`src/rtl/uart_rx_param.sv`:
```
// Parametrised UART receiver with 3-sample majority vote, framing, parity and
// break detection. Received words are queued in a small first-word-fall-through
// FIFO with a valid/ready handshake on the consumer side.
module uart_rx_param #(
    parameter int CLK_HZ     = 50000000,
    parameter int BAUD       = 9600,
    parameter int OVERSAMPLE = 16,
    parameter int DATA_BITS  = 8,
    parameter int PARITY     = 0,
    parameter int STOP_BITS  = 1,
    parameter int FIFO_DEPTH = 4
) (
    input  logic                 clk,
    input  logic                 rst_n,
    input  logic                 rx_line,
    output logic [DATA_BITS-1:0] rx_data,
    output logic                 rx_perr,
    output logic                 rx_ferr,
    output logic                 rx_brk,
    output logic                 rx_valid,
    input  logic                 rx_ready,
    output logic                 overrun,
    output logic                 busy
);

    localparam int DIV_RAW = CLK_HZ / (BAUD * OVERSAMPLE);
    localparam int DIV     = (DIV_RAW < 1) ? 1 : DIV_RAW;
    localparam int TW      = (DIV > 1) ? $clog2(DIV) : 1;
    localparam int SW      = $clog2(OVERSAMPLE);
    localparam int M       = OVERSAMPLE / 2;
    localparam int BW      = $clog2(DATA_BITS);
    localparam int PW      = $clog2(FIFO_DEPTH);
    localparam int CW      = PW + 1;
    localparam int EW      = DATA_BITS + 3;

    typedef enum logic [2:0] {
        S_IDLE,
        S_START,
        S_DATA,
        S_PARITY,
        S_STOP1,
        S_STOP2,
        S_WAIT_HIGH
    } state_t;

    // Synchroniser
    logic r_sync1;
    logic r_sync2;
    logic w_rxs;

    // Receive FSM
    state_t                r_state;
    logic [TW-1:0]         r_tick_cnt;
    logic [SW-1:0]         r_s;
    logic [BW-1:0]         r_bit_idx;
    logic [DATA_BITS-1:0]  r_shift;
    logic                  r_par_bit;
    logic                  r_perr;
    logic                  r_ferr;
    logic                  r_v0;
    logic                  r_v1;

    logic                  w_tick;
    logic                  w_vote_now;
    logic                  w_bit_end;
    logic                  w_vote;
    logic                  w_last_stop;
    logic                  w_push;
    logic                  w_push_ferr;
    logic                  w_push_brk;
    logic                  w_parity_exp;
    logic [EW-1:0]         w_entry;

    // FIFO
    logic [EW-1:0]         r_mem [FIFO_DEPTH];
    logic [PW-1:0]         r_wr_ptr;
    logic [PW-1:0]         r_rd_ptr;
    logic [CW-1:0]         r_count;
    logic                  r_overrun;

    logic                  w_empty;
    logic                  w_full;
    logic                  w_pop;
    logic                  w_wr;
    logic                  w_drop;
    logic [EW-1:0]         w_head;

    // Two-flop synchroniser; the line idles high so both stages reset to 1.
    // NOTE: all clocked state uses non-blocking assignments so every flop samples pre-edge values.
    always_ff @(posedge clk) begin
        if (!rst_n) begin
            r_sync1 <= 1'b1;
            r_sync2 <= 1'b1;
        end else begin
            r_sync1 <= rx_line;
            r_sync2 <= r_sync1;
        end
    end

    assign w_rxs = r_sync2;

    assign w_tick       = (r_state != S_IDLE) && (r_tick_cnt == TW'(DIV - 1));
    assign w_vote_now   = w_tick && (r_s == SW'(M + 1));
    assign w_bit_end    = w_tick && (r_s == SW'(OVERSAMPLE - 1));
    assign w_vote       = (r_v0 & r_v1) | (r_v0 & w_rxs) | (r_v1 & w_rxs);
    assign w_last_stop  = (STOP_BITS == 2) ? (r_state == S_STOP2) : (r_state == S_STOP1);
    assign w_push       = w_vote_now && w_last_stop;
    // r_ferr only carries the first stop bit's result in two-stop-bit frames;
    // it is cleared on every start, so it is a no-op for one stop bit.
    assign w_push_ferr  = r_ferr | ~w_vote;
    assign w_push_brk   = w_push_ferr && (r_shift == '0) &&
                          ((PARITY == 0) ? 1'b1 : ~r_par_bit);
    assign w_parity_exp = (PARITY == 1) ? ~(^r_shift) : (^r_shift);
    assign w_entry      = {w_push_brk, w_push_ferr, r_perr, r_shift};

    // Oversampling tick divider, parked at zero while idle so a start edge
    // always begins a fresh bit period.
    always_ff @(posedge clk) begin
        if (!rst_n) begin
            r_tick_cnt <= '0;
        end else if (r_state == S_IDLE || w_tick) begin
            r_tick_cnt <= '0;
        end else begin
            r_tick_cnt <= r_tick_cnt + 1'b1;
        end
    end

    // Frame FSM: walks start/data/parity/stop bits and votes on each one.
    always_ff @(posedge clk) begin
        if (!rst_n) begin
            r_state   <= S_IDLE;
            r_s       <= '0;
            r_bit_idx <= '0;
            r_shift   <= '0;
            r_par_bit <= 1'b0;
            r_perr    <= 1'b0;
            r_ferr    <= 1'b0;
            r_v0      <= 1'b1;
            r_v1      <= 1'b1;
        end else begin
            if (w_tick && r_s == SW'(M - 1)) r_v0 <= w_rxs;
            if (w_tick && r_s == SW'(M))     r_v1 <= w_rxs;

            if (w_tick) begin
                r_s <= (r_s == SW'(OVERSAMPLE - 1)) ? '0 : r_s + 1'b1;
            end

            case (r_state)
                S_IDLE: begin
                    if (!w_rxs) begin
                        r_state   <= S_START;
                        r_s       <= '0;
                        r_bit_idx <= '0;
                        r_par_bit <= 1'b0;
                        r_perr    <= 1'b0;
                        r_ferr    <= 1'b0;
                    end
                end
                S_START: begin
                    if (w_vote_now && w_vote) begin
                        // Start bit did not hold low through its centre: a glitch.
                        r_state <= S_IDLE;
                        r_s     <= '0;
                    end else if (w_bit_end) begin
                        r_state <= S_DATA;
                    end
                end
                S_DATA: begin
                    if (w_vote_now) r_shift[r_bit_idx] <= w_vote;
                    if (w_bit_end) begin
                        if (r_bit_idx == BW'(DATA_BITS - 1)) begin
                            r_bit_idx <= '0;
                            r_state   <= (PARITY != 0) ? S_PARITY : S_STOP1;
                        end else begin
                            r_bit_idx <= r_bit_idx + 1'b1;
                        end
                    end
                end
                S_PARITY: begin
                    if (w_vote_now) begin
                        r_par_bit <= w_vote;
                        r_perr    <= w_vote ^ w_parity_exp;
                    end
                    if (w_bit_end) r_state <= S_STOP1;
                end
                S_STOP1: begin
                    if (w_vote_now) begin
                        if (STOP_BITS == 1) begin
                            r_state <= w_push_ferr ? S_WAIT_HIGH : S_IDLE;
                            r_s     <= '0;
                        end else begin
                            r_ferr <= ~w_vote;
                        end
                    end else if (w_bit_end && STOP_BITS == 2) begin
                        r_state <= S_STOP2;
                    end
                end
                S_STOP2: begin
                    if (w_vote_now) begin
                        r_state <= w_push_ferr ? S_WAIT_HIGH : S_IDLE;
                        r_s     <= '0;
                    end
                end
                S_WAIT_HIGH: begin
                    // Hold off new starts until the line returns high after a break.
                    if (w_rxs) r_state <= S_IDLE;
                end
                default: r_state <= S_IDLE;
            endcase
        end
    end

    assign busy = (r_state != S_IDLE);

    assign w_empty = (r_count == '0);
    assign w_full  = (r_count == CW'(FIFO_DEPTH));
    assign w_pop   = ~w_empty & rx_ready;
    // A full FIFO still takes a word when the head leaves on the same edge.
    assign w_wr    = w_push & (~w_full | w_pop);
    assign w_drop  = w_push & w_full & ~w_pop;

    // FIFO storage array.
    // NOTE: the storage array has no reset; the count alone defines which entries are live.
    always_ff @(posedge clk) begin
        if (w_wr) r_mem[r_wr_ptr] <= w_entry;
    end

    // FIFO pointers, occupancy and the overrun pulse.
    always_ff @(posedge clk) begin
        if (!rst_n) begin
            r_wr_ptr  <= '0;
            r_rd_ptr  <= '0;
            r_count   <= '0;
            r_overrun <= 1'b0;
        end else begin
            r_overrun <= w_drop;
            if (w_wr)  r_wr_ptr <= r_wr_ptr + 1'b1;
            if (w_pop) r_rd_ptr <= r_rd_ptr + 1'b1;
            case ({w_wr, w_pop})
                2'b10:   r_count <= r_count + 1'b1;
                2'b01:   r_count <= r_count - 1'b1;
                default: r_count <= r_count;
            endcase
        end
    end

    // Head is forced to zero while empty so stale storage never leaks out.
    assign w_head   = w_empty ? '0 : r_mem[r_rd_ptr];
    assign rx_valid = ~w_empty;
    assign overrun  = r_overrun;
    assign {rx_brk, rx_ferr, rx_perr, rx_data} = w_head;

endmodule

```
`config.mk`:
```
export PLATFORM = sky130hd
export DESIGN_NAME = uart_rx_param
export DESIGN_NICKNAME = d
export VERILOG_FILES = /design/src/rtl/uart_rx_param.sv
export SDC_FILE = /design/constraint.sdc
export NUM_CORES = 1
export LEC_CHECK = 0
export CAP_MARGIN = 20
export CORE_UTILIZATION = 35
export DETAILED_ROUTE_END_ITERATION = 16
export PLACE_DENSITY_LB_ADDON = 0.12
export SLEW_MARGIN = 20
export SYNTH_ARGS = -nofsm -noshare
export SYNTH_HDL_FRONTEND = slang
export SYNTH_SLANG_ARGS = --single-unit
```
`constraint.sdc`:
```
create_clock -name clk -period 3.4 [get_ports clk]
set_input_delay 1.02 -clock clk [delete_from_list [all_inputs] [get_ports clk]]
set_output_delay 1.02 -clock clk [all_outputs]
set_load 0.005 [all_outputs]
```
# Word level (Yosys, flattened, before mapping)
# Memories as Yosys holds them, arrays and structs flattened. A register that Yosys moved wholly into a read port is not among the register bits.
# Cells that the tools add are included.
# word_totals
regBits	40
mem_bits_rw	44
memories	1
out_inout_bits	14
# op_classes
muxes	32
bitwise	16
eq_ne	23
add_sub_neg	7
magnitude_cmp	2
n_reduce_logical	24
# memory_table
memory	depth	width	rd	rd_ports_with_merged_regs	write_ports	line_no	text
r_mem	4	11	1	1	1	75	logic [EW-1:0] r_mem [FIFO_DEPTH];
# ops
op	n
two-way mux 3 bit	12
two-way mux 4 bit	5
case mux 3 bit (6 select lines)	1
equality test 3 bit, second input constant	5
equality test 4 bit, second input constant	3
!= test 2 bit, second input constant	6
case mux 3 bit (2 select lines)	2
case mux 4 bit (3 select lines)	1
two-way mux 11 bit	1
adder 9 x 1 -> 9 bit, second input constant	1
equality test 9 bit, second input constant	1
logical AND 1 bit	9
bitwise mux 8 bit	1
zero test 8 bit	1
parity 8 bit	1
bitwise AND 1 bit	7
AND reduction 7 bit	1
adder 3 x 1 -> 3 bit, second input constant	2
equality test 3 x 2 -> 1 bit, second input constant	2
zero test 3 bit	2
AND reduction 3 bit	2
nonzero test 2 bit	3
two-way mux 1 bit	5
NOT 1 bit	5
other kinds (20)	25

# Longest topological paths before layout
# logic_depth
depth_word	7
ltp_mapped	13
ltp_nobuf	12

# Least setup slack after synthesis
# OpenSTA, ideal clock, no wires.
# synth_timing
kind	input to register
start	in rx_ready
end	reg r_count[2]
path_slack_ps	487
setup_ps	76
cell_stages	10
path_buffers	1
arrival_ps	2838
path_cell_list	nor4b_1 > and3b_1 > buf_2 > inv_1 > ha_1 > inv_1 > fa_1 > xor2_1 > or3_1 > a21boi_0
# synth_between
elab_chain_len	5
word_cells_on_any_way	7
# synth_lines
element	line_no	text
start, declared	21	input logic rx_ready,
bitwise AND 1 bit (*)	217	assign w_pop = ~w_empty & rx_ready;
bitwise OR 1 bit	219	assign w_wr = w_push & (~w_full | w_pop);
bitwise AND 1 bit	219	
equality test 2 x 1 -> 1 bit or equality test 2 bit (tied branches)	239	case ({w_wr, w_pop})
case mux 3 bit (2 select lines) or nonzero test 2 bit (tied branches)	-	
end signal, assigned	240	2'b10: r_count <= r_count + 1'b1;
end signal, assigned	241	2'b01: r_count <= r_count - 1'b1;
end signal, assigned	242	default: r_count <= r_count;
end, declared	78	logic [CW-1:0] r_count;
# Mark *: on every way between the ends. The rest lies on a longest branch, timed or not.
# A chain may end at the register's enable or synchronous reset.

==> results_dict.tcl <==
set metrics [dict create \
    io_buffers 17 \
    status "completed" \
    fin_skew_ps 11.8 \
    grt_pass1_vias 2382 \
    grt_antenna_before_repair 0 \
    finalPower_w 0.00190 \
    crit_type "reg -> out" \
    hold_path_class "reg -> reg" \
    n_antenna_cell 0 \
    io_pins 18 \
    post-place-cells 474 \
    globalRouteOverflowTotal 0 \
    max-cap-violations 0 \
    synth_warnings 0 \
    final_max_slew_viol_count 0 \
    drive_above_1_share_pct 10.9 \
    core_area_mm2 0.0108 \
    die_area_mm2 0.0115 \
    cp_num_buf_inv 2 \
    seq_area_frac_synth_pct 55.8 \
    postCtsHoldBufs 0 \
    ctsResizeCount 0 \
    cp_slowest_stage_delay_ps 540 \
    relSlewSlack_pct 53.0 \
    gp_congestion 0.776 \
    drtIter0Drc 94 \
    ctsLongestPathBuffers 2 \
    synth-edff-count 44 \
    final_net_count 366 \
    final_cell_count_no_fill 490 \
    critical_path_arrival_ps 2060 \
    cp-end-kind "primary output" \
    die_w_um 107 \
    worstPathRequired_ps 2380 \
    rows 38 \
    grt_max_degree 15 \
    synth_seq_cells 86 \
    first_pass_iters 4 \
    max_freq_mhz 325 \
    grt_pass1_wl_um 11800 \
    slowest_stage "mux4_2" \
    vias_per_cell 4.87 \
    fp.dieH_um 107 \
    syn_inst 322 \
    ys_types 47 \
    grt_usage_pct 13.5 \
    cts_setup_buffers 0 \
    numCtsBuffers 9 \
    hold_violations 0 \
    pre_cts_ws_ps 1.55 \
    start_util_pct 35.9 \
    cts_htree_levels 3 \
    synthesis.nets 343 \
    finalCoreUtilization_pct 41.2 \
    cts-root-buf "clkbuf_8" \
    path_cells "buf_4 > mux4_2 > and2_1 > clkdlybuf4s50_1" \
    tightest_slew_ps 702 \
    rsz0062_at_grt "false" \
    wire_per_inst_um 14.3 \
    path_delay_family "buffers and inverters" \
    path_max_fanout 11 \
    drc 0 \
    fin_crit_ps 3080 \
    ant_nets 0 \
    wl_um 6990 \
    area_delta_synth_final_pct 14.7 \
    clock_latency_ps 350 \
    power_leakage_nw 1.60 \
    place_hpwl_um 4920 \
    layout_setup_ws_ps 323 \
    fin_setup_tns_ps 0 \
    setup_violations 0 \
    power_density_mw_per_mm2 427 \
    cts_num_sinks 86 \
    final.period_utilization_pct 90.5 \
    yosys_most_used_dff "edfxtp_1" \
    async_reset_ff_share_pct 0 \
    synth_area_mm2 0.00388 \
    cts_tree "built" \
    routed-via-count 2384 \
    ir_drop_uv 170 \
    clkTransAtPathRegs_ps 80 \
    cp-start-kind "flop" \
    avgSynthCellArea_um2 12.0 \
]
[area by class of cell]
class | instances | area (um2)
fillers | 1033 | 6350
flip-flops and latches | 86 | 2160
multi-input cells | 200 | 1580
repair buffers | 26 | 238
well taps | 140 | 175
clock buffers | 10 | 128
clock inverters | 6 | 85.1
inverters | 22 | 82.6
[kinds of logic after synthesis]
logic type      after synthesis  share of synthesized area, %
compound gates               26                          4.65
xor+xnor                     17                          3.84
fa+ha+maj                    18                          5.94
buf+inv                      36                          3.58
flops                        86                          55.8
mux                          22                          9.23
simple gates                117                          17.0
[report_power, final]
part	internal [W]	leakage, nW	switching [W]
Combinational	0.0000155	0.641	0.0000234
Clock	0.000413	0.104	0.000362
Sequential	0.00108	0.851	0.00000461
Total	0.00151	1.60	0.000390
[synthesized netlist by cell type (all sizes together) (4+ instances only)]
| cell type | n | area, um2 |
|---|---|---|
| a21oi | 4 | 20.0 |
| and2 | 21 | 131 |
| clkbuf | 11 | 41.3 |
| dfxtp | 42 | 841 |
| edfxtp | 44 | 1320 |
| ha | 16 | 200 |
| inv | 22 | 82.6 |
| mux2i | 11 | 110 |
| mux4 | 11 | 248 |
| nand2 | 20 | 75.1 |
| nand2b | 5 | 31.3 |
| nand3 | 13 | 65.1 |
| nand4 | 4 | 25.0 |
| nand4b | 4 | 35.0 |
| nor2 | 22 | 82.6 |
| nor3 | 5 | 30.0 |
| o21ai | 7 | 38.8 |
| or3 | 4 | 30.0 |
| xnor2 | 9 | 78.8 |
| xor2 | 8 | 70.1 |
[metrics by stage]
stage | instance area [um2] | hold slack, ps
after floorplan | 3880 | 386
after global placement | 4230 | 391
after detailed placement | 4230 | 396
after CTS | 4450 | 416
after global routing | 4450 | 448
final | 4450 | 411
[sequential cells by signal, summed over array words and instances, names as in the netlist, named ones only]
signal / count
r_tick_cnt: 9
r_state: 3
overrun: 1
r_rd_ptr: 2
r_perr: 1
r_bit_idx: 3
r_mem: 44
r_v1: 1
r_s: 4
r_shift: 8
r_wr_ptr: 2
r_v0: 1
r_sync1: 1
r_count: 3
r_sync2: 1
[final timing paths]
check	startpoint	endpoint	slack, ps	depth (start not counted)
setup / recovery	flop	rx_data[6]	320	4
hold / removal	r_sync1$_SDFF_PN1_	r_sync2$_SDFF_PN1_	410	1
setup reg to reg	r_tick_cnt[0]$_SDFF_PP0_	r_count[2]$_SDFFE_PN0P_	680	12
hold reg to reg	r_sync1$_SDFF_PN1_	r_sync2$_SDFF_PN1_	410	1
[placed cells by master, fill, tap and decap left out, types with 3 or more instances in the layout]
cell             Yosys  final
edfxtp_1            44     44
dfxtp_1             42     42
inv_1               22     22
nor2_1              22     22
and2_1              21     21
nand2_1             20     20
clkdlybuf4s50_1      0     17
ha_1                16     16
nand3_1             13     13
mux4_2              11     11
mux2i_1             11     11
xnor2_1              9      9
clkbuf_8             0      9
buf_4                0      9
xor2_1               8      8
o21ai_0              6      6
nand2b_1             5      5
nand4b_1             4      4
nand4_1              4      4
nor3_1               4      4
a21oi_1              4      4
or3_1                3      3
nand3b_1             3      3
o211ai_1             3      3
o31ai_1              3      3
nor2b_1              3      3
[layer usage]
metal	global-route usage [%]	wire length (um)
met1	17.2	3300
met2	22.7	3370
met3	2.01	181
met4	6.46	129
met5	0	0
(Power assumes the default switching activity.)
